<file path="src/rtl/bcd2b_pkg.sv">
// ----------------------------------------------------------------------------
// bcd2b_pkg : shared state encoding, default sizes and digit-check helper
// Rev 1.0
// ----------------------------------------------------------------------------
`default_nettype none

package bcd2b_pkg;

   typedef enum logic [0:0] {
      IDLE    = 1'b0,
      CONVERT = 1'b1
   } state_e;

   localparam int c_NDIG_DEF = 4;
   localparam int c_BW_DEF   = 14;

   function automatic logic digit_bad(input logic [3:0] d);
      return (d > 4'd9);
   endfunction

endpackage

`default_nettype wire

</file>
<file path="src/rtl/bcd2b_bcd_adj.sv">
// ----------------------------------------------------------------------------
// bcd_adj : reverse double-dabble digit correction (subtract 3 when >= 8)
// Rev 1.0
// ----------------------------------------------------------------------------
`default_nettype none

module bcd_adj (
   input  logic [3:0] in_i,
   output logic [3:0] out_o
);

   assign out_o = in_i[3] ? (in_i - 4'd3) : in_i;

endmodule

`default_nettype wire

</file>
<file path="src/rtl/bcd2b.sv">
// ----------------------------------------------------------------------------
// bcd2b : sequential BCD-to-binary converter, one result bit per clock
// Rev 1.0
// ----------------------------------------------------------------------------
`default_nettype none

module bcd2b
   import bcd2b_pkg::*;
#(
   parameter int NDIG = c_NDIG_DEF,
   parameter int BW   = c_BW_DEF
) (
   input  logic          clk,
   input  logic          reset,
   input  logic          start,
   input  logic [3:0]    bcd3,
   input  logic [3:0]    bcd2,
   input  logic [3:0]    bcd1,
   input  logic [3:0]    bcd0,
   output logic [BW-1:0] bin,
   output logic          busy,
   output logic          done,
   output logic          err
);

   localparam int DW = 4 * NDIG;
   localparam int CW = $clog2(BW + 1);
   localparam logic [CW-1:0] c_CNT_LAST = CW'(BW);

   state_e          state_q, state_d;
   logic [CW-1:0]   cnt_q,   cnt_d;
   logic [DW-1:0]   dig_q,   dig_d;
   logic [BW-1:0]   shd_q,   shd_d;
   logic [BW-1:0]   bin_q,   bin_d;
   logic            done_q,  done_d;
   logic            err_q,   err_d;

   logic [3:0]      w_port_dig [4];
   logic [DW-1:0]   w_load;
   logic [NDIG-1:0] w_bad;
   logic            w_any_bad;
   logic [DW-1:0]   w_shift;
   logic [DW-1:0]   w_adj;
   logic [BW-1:0]   w_shd_next;
   logic [CW-1:0]   w_cnt_inc;

   assign w_port_dig[0] = bcd0;
   assign w_port_dig[1] = bcd1;
   assign w_port_dig[2] = bcd2;
   assign w_port_dig[3] = bcd3;

   // Digits beyond the four physical ports load as zero.
   for (genvar i = 0; i < NDIG; i++) begin : g_load
      if (i < 4) begin : g_port
         assign w_load[4*i +: 4] = w_port_dig[i];
         assign w_bad[i]         = digit_bad(w_port_dig[i]);
      end else begin : g_pad
         assign w_load[4*i +: 4] = 4'd0;
         assign w_bad[i]         = 1'b0;
      end
   end

   assign w_any_bad  = |w_bad;
   assign w_shift    = dig_q >> 1;
   assign w_shd_next = {dig_q[0], shd_q[BW-1:1]};
   assign w_cnt_inc  = cnt_q + 1'b1;

   for (genvar i = 0; i < NDIG; i++) begin : g_adj
      bcd_adj u_adj (
         .in_i  (w_shift[4*i +: 4]),
         .out_o (w_adj[4*i +: 4])
      );
   end

   always_comb begin
      state_d = state_q;
      cnt_d   = cnt_q;
      dig_d   = dig_q;
      shd_d   = shd_q;
      bin_d   = bin_q;
      err_d   = err_q;
      done_d  = 1'b0;
      case (state_q)
         IDLE: begin
            if (start) begin
               if (w_any_bad) begin
                  err_d  = 1'b1;
                  bin_d  = '0;
                  done_d = 1'b1;
               end else begin
                  dig_d   = w_load;
                  shd_d   = '0;
                  cnt_d   = '0;
                  err_d   = 1'b0;
                  state_d = CONVERT;
               end
            end
         end
         CONVERT: begin
            dig_d = w_adj;
            shd_d = w_shd_next;
            cnt_d = w_cnt_inc;
            if (w_cnt_inc == c_CNT_LAST) begin
               state_d = IDLE;
               bin_d   = w_shd_next;
               done_d  = 1'b1;
            end
         end
         default: state_d = IDLE;
      endcase
   end

   always_ff @(posedge clk or negedge reset) begin
      if (!reset) begin
         state_q <= IDLE;
         cnt_q   <= '0;
         dig_q   <= '0;
         shd_q   <= '0;
         bin_q   <= '0;
         done_q  <= 1'b0;
         err_q   <= 1'b0;
      end else begin
         state_q <= state_d;
         cnt_q   <= cnt_d;
         dig_q   <= dig_d;
         shd_q   <= shd_d;
         bin_q   <= bin_d;
         done_q  <= done_d;
         err_q   <= err_d;
      end
   end

   assign bin  = bin_q;
   assign busy = (state_q == CONVERT);
   assign done = done_q;
   assign err  = err_q;

endmodule

`default_nettype wire

</file>
<file path="config.mk">
export PLATFORM = sky130hd
export DESIGN_NAME = bcd2b
export DESIGN_NICKNAME = d
export VERILOG_FILES = /design/src/rtl/bcd2b_pkg.sv /design/src/rtl/bcd2b_bcd_adj.sv /design/src/rtl/bcd2b.sv
export SDC_FILE = /design/constraint.sdc
export NUM_CORES = 1
export LEC_CHECK = 0
export ABC_AREA = 1
export BUFFER_PORTS_ARGS = -buffer_cell sky130_fd_sc_hd__buf_2
export CAP_MARGIN = 10
export CORE_AREA = 2 2 75 77
export CTS_BUF_LIST = sky130_fd_sc_hd__clkbuf_8
export CTS_CLUSTER_DIAMETER = 50
export DETAILED_ROUTE_END_ITERATION = 8
export DIE_AREA = 0 0 77 79
export PLACE_DENSITY = 0.8
export SLEW_MARGIN = 30
export SYNTH_ARGS = -nofsm -noshare
export SYNTH_HDL_FRONTEND = slang
export SYNTH_HIERARCHICAL = 1
export SYNTH_SLANG_ARGS = --single-unit
</file>
<file path="constraint.sdc">
create_clock -name clk -period 1.5 [get_ports clk]
set_clock_uncertainty 0.05 [all_clocks]
set_input_delay 0.45 -clock clk [delete_from_list [all_inputs] [get_ports clk]]
set_output_delay 0.45 -clock clk [all_outputs]
set_load 0.02 [all_outputs]
</file>
* Word-level counts from Yosys, hierarchy flattened
Cells that the tools add are included.
Storage, ports and cells: bits in registers 51, latch bits 0, bits in writable memories 0, memory bits (read-only) 0, input port bits 19, output and inout port bits 17, memories kept 0
Cells by class: $add $sub $neg 4, multiply operators 0, div/mod/pow operators 0, magnitude comparators 4, equal/unequal tests 5, shifts and indexed selects 0, multiplexer cells 24, bitwise gates (word level) 1, reduce and logical (&&, ||, !) cells 4
Operator list (number):
- 14-bit 2-to-1 mux | 5
- 14-bit case mux with 2 select lines | 2
- 16-bit 2-to-1 mux | 2
- 16-bit case mux with 2 select lines | 1
- 4-bit 2-to-1 mux | 5
- 4-bit > comparator (second input constant) | 4
- 4-bit by 2-bit subtractor with 4-bit output (second input constant) | 3
- 4-bit case mux with 2 select lines | 1
- 1-bit 2-to-1 mux | 6
- 2-bit inequality test (second input constant) | 3
- 4-bit by 1-bit adder with 4-bit output (second input constant) | 1
- 4-bit == test (second input constant) | 1
- 1-bit case mux with 2 select lines | 2
- 2-bit AND reduction | 2
- 4-bit OR reduction | 1
- 3-bit AND reduction | 1
- 2-bit by 1-bit inequality test with 1-bit output (second input constant) | 1
- 1-bit inverter | 1

* Depth between registers and ports, before layout
Gate-level depths: netlist of run 1.
word-level depth 5, gate-level depth with buffers 10

* Hierarchy
The synthesis of run 1 kept the hierarchy.
Modules (own cells, without submodules):
- bcd2b | times used 1, cells each 298, area an instance 2478.6 sq um
- bcd_adj | times used 4, cells each 15, area an instance 72.6 sq um

* Least setup slack after synthesis of run 1
OpenSTA, ideal clock, no wires.
path type reg2reg, start point register cnt_q[0], end point register bin_q[0], in the netlist bin[0], library setup time 0.117 ns, arrival time 1.283 ns, slack 0.050 ns, stages on the path, launching flop included 9, buffers on the path 1, period minus slack after synthesis 1.450 ns, cell sequence dfrtp_1 ha_1 nand2_1 nand2_4 nor2_8 nand3_4 buf_6 nand3_2 nand2_1
On the way: word-level cells in the longest chain between the ends 4
Ends and longest elaborated chain:
- start: declaration | line bcd2b.sv:31 | logic [CW-1:0] cnt_q, cnt_d;
- start signal: assignment | line bcd2b.sv:124 | cnt_q <= cnt_d;
- 4-bit by 1-bit adder with 4-bit output | line bcd2b.sv:66 | assign w_cnt_inc = cnt_q + 1'b1;
- 4-bit == test | line bcd2b.sv:103 | if (w_cnt_inc == c_CNT_LAST) begin
- 2-bit by 1-bit inequality test with 1-bit output (no source line)
- 3-bit AND reduction (no source line)
- end signal: assignment | line bcd2b.sv:127 | bin_q <= bin_d;
- end: declaration | line bcd2b.sv:34 | logic [BW-1:0] bin_q, bin_d;
No other way between the ends. A chain may end at the register's enable or synchronous reset.

* Worst setup path after layout of run 1
start point register state_q, in the netlist busy, end point output port busy
RTL lines:
- start: declaration | line bcd2b.sv:30 | state_e state_q, state_d;
- start signal: assignment | line bcd2b.sv:123 | state_q <= state_d;
- end: declaration | line bcd2b.sv:21 | output logic busy,
No word-level cell between the ends.

==> impl_results.md, run 1 <==
- Peak fanout along the critical path: 5
- Area delta synth->final: 19.70%
- Ports: 36
- Clk root buf: clkbuf_8
- CP Class: reg -> out
- LEAKAGE: 1.861 nW
- Filler cell count: 471
- GRT Util Overall: 21.10%
- Fraction of layout cells with a size suffix above 1: 24.21%
- Register area: 1254 um^2
- Critical path buffer and inverter count: 1
- Slew Limit Fails: 0
- Synth Register Bits: 50
- Fin Hold WS: 0.05302 ns
- Register area share after synthesis: 45.19%
- Gr busiest metal: met2
- Row Count: 27
- Starting Density: 51.88%
- Final WS setup: 0.05237 ns
- Worst endpoint required time: 1.00 ns
- Met3 Use GR: 4.659%
- Worst-path clk slew: 0.10 ns
- EDFF count, synth: 0
- Max Fclk: 690.8 MHz
- Setup Viol. Count Final: 0
- Total number of yosys warnings: 6
- Largest net degree at the start of global routing: 51
- H-Tree Depth: 2
- Initial antenna violation count: 0
- Multi-input gate area: 1384 um^2
- Crit path launch type: register
- Slowest stage delay, CP: 0.46 ns
- Die W: 77 um
- Worst skew pair latency: 0.32 ns
- CTS buffer count: 5
- Arrival @ worst endpoint: 0.95 ns
- Netlist Area Pre-Place: 2769 um^2
- CTS tree: done
- Nets@finish: 433
- Via count of the routed design: 2497
- Avg WL per Cell: 12.46 um
- Final hold viol count: 0
- Grt met2 use: 34.91%
- Outcome: completed
- # diodes: 0
- CP max-delay cell: dfrtp_2
- Number of I/O port buffers: 35
- Max_cap viols: 0
- Post-DP Area: 3095 um^2
- Hold/Removal Path Class: in -> async
- Top_reg_cell synth: dfrtp_1
- Drt total wl: 5.995 mm
- Met1 GRT Util: 27.99%
- Post-DP HPWL: 3.970 mm
- Total power: 6.714 mW
- ANT nets after route: 0
- Vias/cell: 5.191
- Fin area: 3314 um^2
- Synth top area share: 45.19%
- Mapped Cells: 358
- Die Y: 79 um
- Post-synth ARST share: 100.0%
- Iteration-0 DRC count of the detailed router: 166
- Worst vdd ir: 942.9 uV
- Clock Sinks: 50
- Synth unique cells: 24
- Largest cells by area after synthesis: dfrtp_1, nand2_1, nand3_1, nand3_2, inv_1
- Max clock buf depth: 2
- Top-count cell post-synth: nand2_1
- DRT Pass-1 Iters: 4
- Worst Setup End Kind: output pin
- First-pass GRT wire length: 10.35 mm
- Cell Chain, Critical Path: buf_2
- CORE AREA: 5338 um^2
- PD cells: 2026 nW/um^2
- Vias in the first global route: 2312
- Die area: 6083 um^2
- Gr ovfl total: 0
- Area leader, netlist: dfrtp_1
- Top post-synthesis cells by count: nand2_1, nand3_1, dfrtp_1
- Period utilisation layout: 96.51%
- Dpl ws: -0.1383 ns
- Post-layout minimum cycle time: 1.448 ns
- Placer congestion estimate: 0.8236
- Syn_area_per_cell: 7.734 um^2
- CP delay by family, top: flip-flops
- DRC Markers: 0
-- placed cells by master, fill, tap and decap left out --
| cell | n |
|---|---|
| nand3_2 | 11 |
| dfrtp_2 | 2 |
| nand3_4 | 2 |
| nor2_2 | 2 |
| nand2_4 | 4 |
| clkinv_2 | 1 |
| or2_2 | 2 |
| nor2_8 | 1 |
| buf_4 | 19 |
| clkinv_4 | 1 |
| o21ai_0 | 5 |
| buf_6 | 1 |
| nor2_1 | 9 |
| ha_1 | 4 |
| a21boi_2 | 1 |
| ha_4 | 2 |
| conb_1 | 5 |
| nand2_1 | 134 |
| nand3_1 | 59 |
| nand2_2 | 2 |
| buf_2 | 35 |
| inv_2 | 3 |
| xor2_1 | 4 |
| buf_12 | 3 |
| a21oi_1 | 4 |
| dfrtp_1 | 48 |
| nand4_1 | 15 |
| inv_1 | 23 |
| clkbuf_8 | 5 |
| inv_6 | 2 |
-- power by group --
| part | internal [mW] | total (mW) | switching, mW |
|---|---|---|---|
| Clock | 0.344 | 0.846 | 0.502 |
| Sequential | 1.92 | 2.46 | 0.541 |
| Combinational | 1.36 | 3.41 | 2.05 |
-- state kept, by name, summed over array words and instances, names as in the netlist --
signal  flops
cnt_q       4
shd_q      13
bin        14
done        1
busy        1
dig_q      16
err         1
-- per-stage QoR --
stage / cells / util, % / TNS (ns)
final: 481 / 62.10 / 0
after global routing: 481 / 62.10 / -0.004005
after CTS: 478 / 60.67 / 0
after detailed placement: 465 / 57.99 / -2.964
after global placement: 465 / 57.99 / -1.285
after floorplan: 362 / - / 0
-- logic make-up (layout without fill, tap and decap cells) --
group                      count (synthesis)  in the layout  synth area share (%)
AOI/OAI and AO/OA                         10             10                 1.898
adders and majority gates                  6              6                 2.711
other                                      1              5                0.1354
xor gates and xnor gates                   4              4                 1.265
buffers and inverters                     47             93                 7.682
and+or+nand+nor                          240            241                 41.12
DFF                                       50             50                 45.19
-- final timing paths --
kind | end | startpoint | slack (ns) | cells after the start
min in group clk | dig_q[6]$_DFFE_PN0P_ | bcd1[2] | 0.41 | 5
min | cnt_q[2]$_DFFE_PN0P_ | reset | 0.05 | 2
min reg2reg | bin[3]$_DFFE_PN0P_ | bin[3]$_DFFE_PN0P_ | 0.46 | 2
max | busy | busy$_DFF_PN0_ | 0.05 | 1
max reg2reg | busy$_DFF_PN0_ | cnt_q[1]$_DFFE_PN0P_ | 0.08 | 6
max in group asynchronous | cnt_q[1]$_DFFE_PN0P_ | reset | 1.09 | 2
-- final cells by class --
cell class | count | share of cell area [%]
multi-input cells | 266 | 41.75
inverters | 27 | 3.095
clock buffers | 5 | 2.076
flip-flops and latches | 50 | 37.83
repair buffers | 58 | 11.74
well taps | 72 | 2.718
clock inverters | 3 | 0.7928
-- per-layer routing --
| metal | vias up | wire length, um |
|---|---|---|
| li1 | 1249 | - |
| met1 | 1172 | 2754 |
| met2 | 71 | 2854 |
| met3 | 5 | 329 |
| met4 | 0 | 57 |
| met5 | - | 0 |
-- repair_timing --
action,in CTS,in global routing
gates resized for setup,1,16
cloned,1,0
pin swaps,2,3
setup endpoints to repair,16,18
hold buffers,0,0
hold endpoints to repair,0,0
setup buffers,4,3
Power figures use the tool's default switching activity.
==> inputs of run 2 (changes only) <==
--- a/config.mk
+++ b/config.mk
@@ -14,6 +14,7 @@
 export DETAILED_ROUTE_END_ITERATION = 8
 export DIE_AREA = 0 0 77 79
 export PLACE_DENSITY = 0.8
+export SETUP_SLACK_MARGIN = 0.2
 export SLEW_MARGIN = 30
 export SYNTH_ARGS = -nofsm -noshare
 export SYNTH_HDL_FRONTEND = slang
==> run 2 against run 1 <==
  * Worst setup slack better by 0.010 ns
  * Die area did not move
  * Maximum frequency up 0.69%
  * First-iteration DRC count up 3.6%
  * Critical path depth grew 7
  * Sequential cell count stayed put
  * Non-clock buffer count grew 15
  * Worst hold slack better by 0.0073 ns
  * Wire length is 4.6% higher
  * Clock-buffer cell count stayed put
  * Total power up 7.8%
==> impl_results.md, run 2 (synthesis results as in run 1) <==
- Slowest stage delay, CP: 0.41 ns
- Fraction of layout cells with a size suffix above 1: 26.65%
- Crit path launch type: register
- ANT nets after route: 0
- PD cells: 2037 nW/um^2
- Max reg flops: 16
- Post-layout minimum cycle time: 1.438 ns
- Max_cap viols: 0
- # diodes: 0
- Most common cell after layout, fill and taps aside: nand2_1
- Peak fanout along the critical path: 8
- Avg WL per Cell: 12.65 um
- Post-DP HPWL: 3.817 mm
- Max Fclk: 695.6 MHz
- Biggest register: dig_q
- Nets@finish: 448
- TNS Setup: 0 ns
- First-pass GRT wire length: 10.34 mm
- Vias/cell: 5.212
- Setup Viol. Count Final: 0
- H-Tree Depth: 2
- Largest net degree at the start of global routing: 51
- Outcome: completed
- Arrival @ worst endpoint: 1.58 ns
- Worst Setup End Kind: register
- Row Count: 27
- DRT Pass-1 Iters: 4
- Drt total wl: 6.272 mm
- Iteration-0 DRC count of the detailed router: 172
- Die W: 77 um
- Commonest cells after routing, fill and taps aside: nand2_1, nand3_1, dfrtp_1, buf_4, inv_1
- CORE AREA: 5338 um^2
- Total power: 7.237 mW
- Clock Sinks: 50
- Grt met2 use: 37.37%
- Placer congestion estimate: 0.7925
- Worst-path clk slew: 0.10 ns
- Met3 Use GR: 4.091%
- Final hold viol count: 0
- Worst skew pair latency: 0.30 ns
- Fin area: 3552 um^2
- Gr busiest metal: met2
- Unrepaired setup endpoints after global routing: yes
- Cell Chain, Critical Path: ha_2, inv_2, nand2_2, nand2_4, nor2_8, nand3_4, nand3_1, nand2_1
- DRC Markers: 0
- Via count of the routed design: 2585
- Max clock buf depth: 2
- Area delta synth->final: 28.29%
- Met1 GRT Util: 25.67%
- CTS buffer count: 5
- CP max-delay cell: dfrtp_1
- Worst endpoint required time: 1.65 ns
- Hold/Removal Path Class: in -> async
- Gr ovfl total: 0
- Worst vdd ir: 907.2 uV
- Clk root buf: clkbuf_8
- Post-DP Area: 3075 um^2
- Number of I/O port buffers: 35
- FF-to-FF path depth: 8
- Period utilisation layout: 95.85%
- Initial antenna violation count: 0
- CP Class: reg -> reg
- Die Y: 79 um
- GRT Util Overall: 20.80%
- Die area: 6083 um^2
- Ports: 36
- CTS tree: done
- LEAKAGE: 1.959 nW
- Vias in the first global route: 2406
- Starting Density: 51.88%
- Slew Limit Fails: 0
## run 2: worst paths after layout
kind | startpoint | endpoint | slack (ns)
min in group clk | bcd2[0] | dig_q[8]$_DFFE_PN0P_ | 0.42
max in group asynchronous | reset | busy$_DFF_PN0_ | 1.11
min reg2reg | shd_q[11]$_DFFE_PN0P_ | shd_q[10]$_DFFE_PN0P_ | 0.47
min | reset | bin[0]$_DFFE_PN0P_ | 0.06
max | cnt_q[1]$_DFFE_PN0P_ | bin[4]$_DFFE_PN0P_ | 0.06
max reg2reg | cnt_q[1]$_DFFE_PN0P_ | bin[4]$_DFFE_PN0P_ | 0.06
## run 2: routing by layer
layer | vias up | wire, um | part of all wire, %
met1 | 1224 | 2748 | 44
met5 | - | 0 | 0
met3 | 2 | 315 | 5.0
met4 | 0 | 21 | 0.33
met2 | 78 | 3186 | 51
li1 | 1281 | - | -
## run 2: through the flow
step                      hold WS, ns  cells  setup slack [ns]  util [%]
final                         0.06031    496           0.06232     66.55
after global routing          0.07603    496          -0.03461     66.55
after CTS                     0.07040    489           0.06437     64.91
after detailed placement       0.4091    460          -0.07454     57.62
after global placement         0.4101    460          0.006180     57.62
after floorplan                0.1044    362           0.09279         -
## run 2: worst max-delay path, delay by kind of cell, from the launching register on
| kind | cells | cell delay, ns |
|---|---|---|
| adder cells (fa/ha/maj) | 1 | 0.21 |
| buffers and inverters | 1 | 0.04 |
| AND/OR/NAND/NOR | 6 | 0.62 |
| flip-flops | 1 | 0.41 |
## run 2: power breakdown
| part | internal [mW] | switching (mW) |
|---|---|---|
| clock | 0.338 | 0.475 |
| combinational | 1.83 | 2.15 |
| sequential | 1.92 | 0.524 |
## run 2: final cells by class
| type | count | area (um^2) |
|---|---|---|
| fill | 426 | 1785 |
| multi-input combinational | 266 | 1359 |
| sequential | 50 | 1252 |
| timing repair buffer | 73 | 653.1 |
| inverter | 27 | 103.9 |
| tap | 72 | 90.09 |
| clock buffer | 5 | 68.82 |
| clock inverter | 3 | 25.02 |
## run 2: repair_timing
item | 4_1_cts | 5_1_grt
pin swaps | 11 | 4
buffers inserted | 20 | 7
resized for setup | 38 | 11
hold buffers | 0 | 0
endpoints found under the setup margin | 49 | 51
cloned | 1 | 0
